[config.mk]
export PLATFORM = sky130hd
export DESIGN_NAME = ysyx_2022040010_ifetch_resp
export DESIGN_NICKNAME = d
export VERILOG_FILES = /design/src/rtl/ysyx_2022040010_ifetch_resp.sv
export SDC_FILE = /design/constraint.sdc
export NUM_CORES = 1
export LEC_CHECK = 0
export ABC_CLOCK_PERIOD_IN_PS = 1400
export BUFFER_PORTS_ARGS = -buffer_cell sky130_fd_sc_hd__buf_2
export CAP_MARGIN = 20
export CORE_UTILIZATION = 46
export DETAILED_ROUTE_END_ITERATION = 10
export GPL_TIMING_DRIVEN = 1
export PLACE_DENSITY = 0.76
export SETUP_SLACK_MARGIN = 0.1
export SYNTH_ARGS = -nofsm -noshare
export SYNTH_HDL_FRONTEND = slang
export SYNTH_SLANG_ARGS = --single-unit
[constraint.sdc]
create_clock -name clk -period 1.4 [get_ports clk]
set_input_delay 0.28 -clock clk [delete_from_list [all_inputs] [get_ports clk]]
set_output_delay 0.28 -clock clk [all_outputs]
set_load 0.02 [all_outputs]
[src/rtl/ysyx_2022040010_ifetch_resp.sv]
// ysyx_2022040010_ifetch_resp: instruction fetch responder with optional 8-byte line buffer (YSYX_2022040010_IFETCH_LINEBUF_EN)
module ysyx_2022040010_ifetch_resp (
  input  logic        clk,
  input  logic        rst,
  input  logic        isram_e,
  input  logic [63:0] isram_addr,
  output logic        inst_valid,
  output logic [31:0] inst,
  output logic        inst_err,
  output logic        stall_req,
  output logic        mem_req,
  output logic [63:0] mem_addr,
  input  logic        mem_ack,
  input  logic [63:0] mem_rdata,
  input  logic        mem_err
);
  typedef enum logic [1:0] {IDLE, FETCH, DONE} state_t;
  state_t state, state_n;
  logic [63:0] req_addr;
  logic hit, ack, hit_req, miss_req, unused_ok;
  logic [31:0] hit_inst;
  assign ack = state == FETCH && mem_ack;
  assign hit_req = state == IDLE && isram_e && hit;
  assign miss_req = state == IDLE && isram_e && !hit;
  assign unused_ok = ^{isram_addr[1:0], req_addr[1:0]};
`ifdef YSYX_2022040010_IFETCH_LINEBUF_EN
  logic buf_valid;
  logic [60:0] buf_tag;
  logic [63:0] buf_data;
  assign hit = buf_valid && buf_tag == isram_addr[63:3];
  assign hit_inst = isram_addr[2] ? buf_data[63:32] : buf_data[31:0];
  // an errored fill invalidates the line but leaves the old data in place
  always_ff @(posedge clk)
    if (rst) buf_valid <= 1'b0;
    else if (ack) begin
      buf_valid <= !mem_err;
      if (!mem_err) begin
        buf_tag <= req_addr[63:3];
        buf_data <= mem_rdata;
      end
    end
`else
  assign hit = 1'b0;
  assign hit_inst = 32'h0;
`endif
  always_ff @(posedge clk)
    if (rst) state <= IDLE;
    else state <= state_n;
  always_comb begin
    state_n = state == IDLE ? (miss_req ? FETCH : IDLE) :
              state == FETCH ? (mem_ack ? DONE : FETCH) : IDLE;
    stall_req = miss_req || state == FETCH;
    mem_req = state == FETCH;
    mem_addr = state == FETCH ? {req_addr[63:3], 3'b000} : 64'h0;
  end
  always_ff @(posedge clk)
    if (rst) begin
      req_addr <= 64'h0;
      inst_valid <= 1'b0;
      inst <= 32'h0;
      inst_err <= 1'b0;
    end else begin
      if (miss_req) req_addr <= isram_addr;
      inst_valid <= hit_req || ack;
      inst_err <= ack && mem_err;
      inst <= ack ? (mem_err ? 32'h0 : req_addr[2] ? mem_rdata[63:32] : mem_rdata[31:0]) :
              hit_req ? hit_inst : 32'h0;
    end
endmodule

==> impl_metrics.toml <==
[grt]
grt_pass1_wl_um = 18300
grt_max_degree = 126
grt_overflow = 0
grt_pass1_vias = 3943
grt_usage_pct = 22.5
antenna_found_initial = 0

[synth]
synth_cell_types = 19
yosys_warnings = 0
synth_area_leaders = "dfxtp_1 (42%), mux2i_1 (20%), nand2b_1 (17%), and2_1 (8.1%), nor3_2 (5.8%)"
seq_area_frac_synth_pct = 41.8
synth_area_leader_cell = "dfxtp_1"
ys_ff_latch = 98
syn-instance-count = 463
synth_area_mm2 = 0.00470
netlist.area_leader.share_pct = 41.8
synth_area_per_cell_um2 = 10.1

[worst_setup_path]
slowest_stage = "dfxtp_2"
max_stage_delay_ps = 350
crit_chain = "nor2b_4 -> buf_6 -> buf_12 -> and2_2 -> buf_6"
path_class = "register to output pin"
path_common_cell = "buf_6"
critPathLaunchType = "register"
arrival_ps = 1460
critPathCaptureType = "output pin"
required_ps = 1120
crit_fanout = 13

[floorplanning]
die_w_um = 103
dieArea_mm2 = 0.0106
core_area_mm2 = 0.00982
rows = 36
start_util_pct = 47.8
die_h_um = 103
ioPinCount = 233

[timing]
fin_tns_setup_ps = -24250
post-route-period-util_pct = 124
rsz0062_at_grt = "true"
period_minus_slack_ps = 1740
finClkSkew_ps = 10.6
hold_violations = 0
setup_viol = 124
setup_ws_ps = -341
drv_slew = 0
clock.fmax_mhz = 574

[cts]
clock_path_buffers = 2
cts-root-buf = "clkbuf_8"
cts_hold_buf = 0
htree_levels = 3
cts_tree = "yes"
clock_sinks = 98
clock_latency_ps = 360
cts_buffers = 9
clk_pin_slew_ps = 90

[place]
io_buffer_count = 227
placed_area_mm2 = 0.00595
gp_congestion = 0.756
post-dp-hpwl_um = 7820

[route]
vias_per_cell = 4.85
ant_nets = 0
firstDrtPassIters = 6
wl_per_cell_um = 15.5
drc = 0
drt-initial-drc-count = 70
finalWirelength_um = 13000
dr_total_vias = 4062

[power_and_ir_drop]
powerDensity_mw_per_mm2 = 842
leakage_nw = 3.28
fin_total_pwr_mw = 6.01
ir_drop_mv = 0.471

[cells_and_area]
nNetsFinal = 837
drive_above_1_share_pct = 52.6
stdcell_area_mm2 = 0.00715
fillers = 713
area_growth_pct = 52.1
antenna_cells = 0

[run]
cap_violations = 0

[outcome]
status = "finished with violations"
violations = "negative setup slack"

[hold_path]
hold_class = "input port to register"
==> final timing paths <==
check	startpoint	to	slack (ps)	depth (start not counted)
max reg2reg	state[1]$_SDFF_PP0_	req_addr[13]$_SDFFE_PP0P_	-140	8
min	isram_addr[2]	req_addr[2]$_SDFFE_PP0P_	170	3
max	state[0]$_SDFF_PP0_	mem_addr[58]	-340	5
min reg2reg	req_addr[35]$_SDFFE_PP0P_	req_addr[35]$_SDFFE_PP0P_	480	2
==> logic make-up (layout without fill, tap and decap cells) <==
kind of cell / after synthesis / count (layout) / synth area share [%]
buf+inv: 46 / 285 / 6.10
flops: 98 / 98 / 41.8
other cells: 1 / 3 / 0.0798
mux: 94 / 94 / 20.0
simple gates: 223 / 224 / 31.8
compound gates: 1 / 1 / 0.213
==> final cells by class <==
| type | count | area [µm²] | share of cell area, % |
|---|---|---|---|
| Sequential cell | 98 | 1970 | 27.5 |
| Timing Repair Buffer | 270 | 2230 | 31.2 |
| Tap cell | 133 | 166 | 2.33 |
| Multi-Input combinational cell | 322 | 2630 | 36.8 |
| Inverter | 3 | 11.3 | 0.158 |
| Clock inverter | 1 | 5.00 | 0.0700 |
| Clock buffer | 11 | 141 | 1.98 |
==> per-stage QoR <==
stage	utilization, %	std cells	worst slack [ps]	hold WS, ps
finish	72.8	838	-341	168
global route	72.8	838	-425	164
CTS	70.2	826	-304	152
detailed placement	60.6	797	-38.1	461
global placement	60.6	797	-19.2	454
floorplan	-	465	125	435
==> layer usage <==
| metal | share of wire (%) | up-vias | wire [µm] | global-route usage (%) |
|---|---|---|---|---|
| li1 | - | 1967 | - | - |
| met3 | 6.4 | 16 | 837 | 5.76 |
| met2 | 53 | 146 | 6900 | 42.5 |
| met5 | 0 | - | 0 | 0 |
| met1 | 39 | 1933 | 5070 | 24.1 |
| met4 | 1.6 | 0 | 208 | 8.34 |
==> repair_timing <==
action / 4_1_cts / 5_1_grt
setup endpoints to repair: 122 / 124
gates resized for setup: 191 / 20
cloned: 6 / 7
setup buffers: 11 / 6
endpoints found under the hold margin: 0 / 0
pin swaps: 24 / 18
==> where the power goes <==
part	total, mW	switching, mW	internal [mW]
registers	3.01	0.0786	2.93
logic	1.44	0.623	0.816
clock network	1.57	0.911	0.655
total	6.01	1.61	4.40
==> synth_stat cells (all sizes together) <==
cell type	instances
and2	61
buf	24
clkbuf	19
conb	1
dfxtp	98
inv	3
mux2i	94
nand2b	124
nand4bb	1
nor2	1
nor2b	1
nor3	32
nor3b	2
o21ba	1
or2	1
==> critical path, delay by kind of cell, from the launching register on <==
kind	cells	cell delay, ps
flops	1	350
simple gates	2	350
buf+inv	3	400
==> sequential cells by signal (all words and copies together), names as in the netlist <==
name,cells
inst,32
inst_err,1
inst_valid,1
req_addr,62
state,2
==> cell usage in the layout, fill, tap and decap left out <==
cell,Yosys,final
clkinv_2,0,1
nor3_2,27,27
buf_6,10,76
clkbuf_1,14,1
dfxtp_2,0,2
nand2b_1,124,124
and2_4,0,47
mux2i_2,0,1
inv_1,3,3
buf_8,0,2
nand4bb_2,0,1
clkbuf_8,0,10
dfxtp_4,0,1
nor3b_4,0,1
buf_12,0,10
nor3_1,5,5
and2_2,0,6
conb_1,1,3
clkbuf_16,0,6
or2_4,0,1
buf_4,6,8
nor2_1,1,1
o21ba_2,1,1
buf_2,8,164
dfxtp_1,98,95
and2_1,61,8
mux2i_1,94,93
nor3b_1,2,1
buf_16,0,4
nor2b_4,0,2
Power figures use the tool's default switching activity.
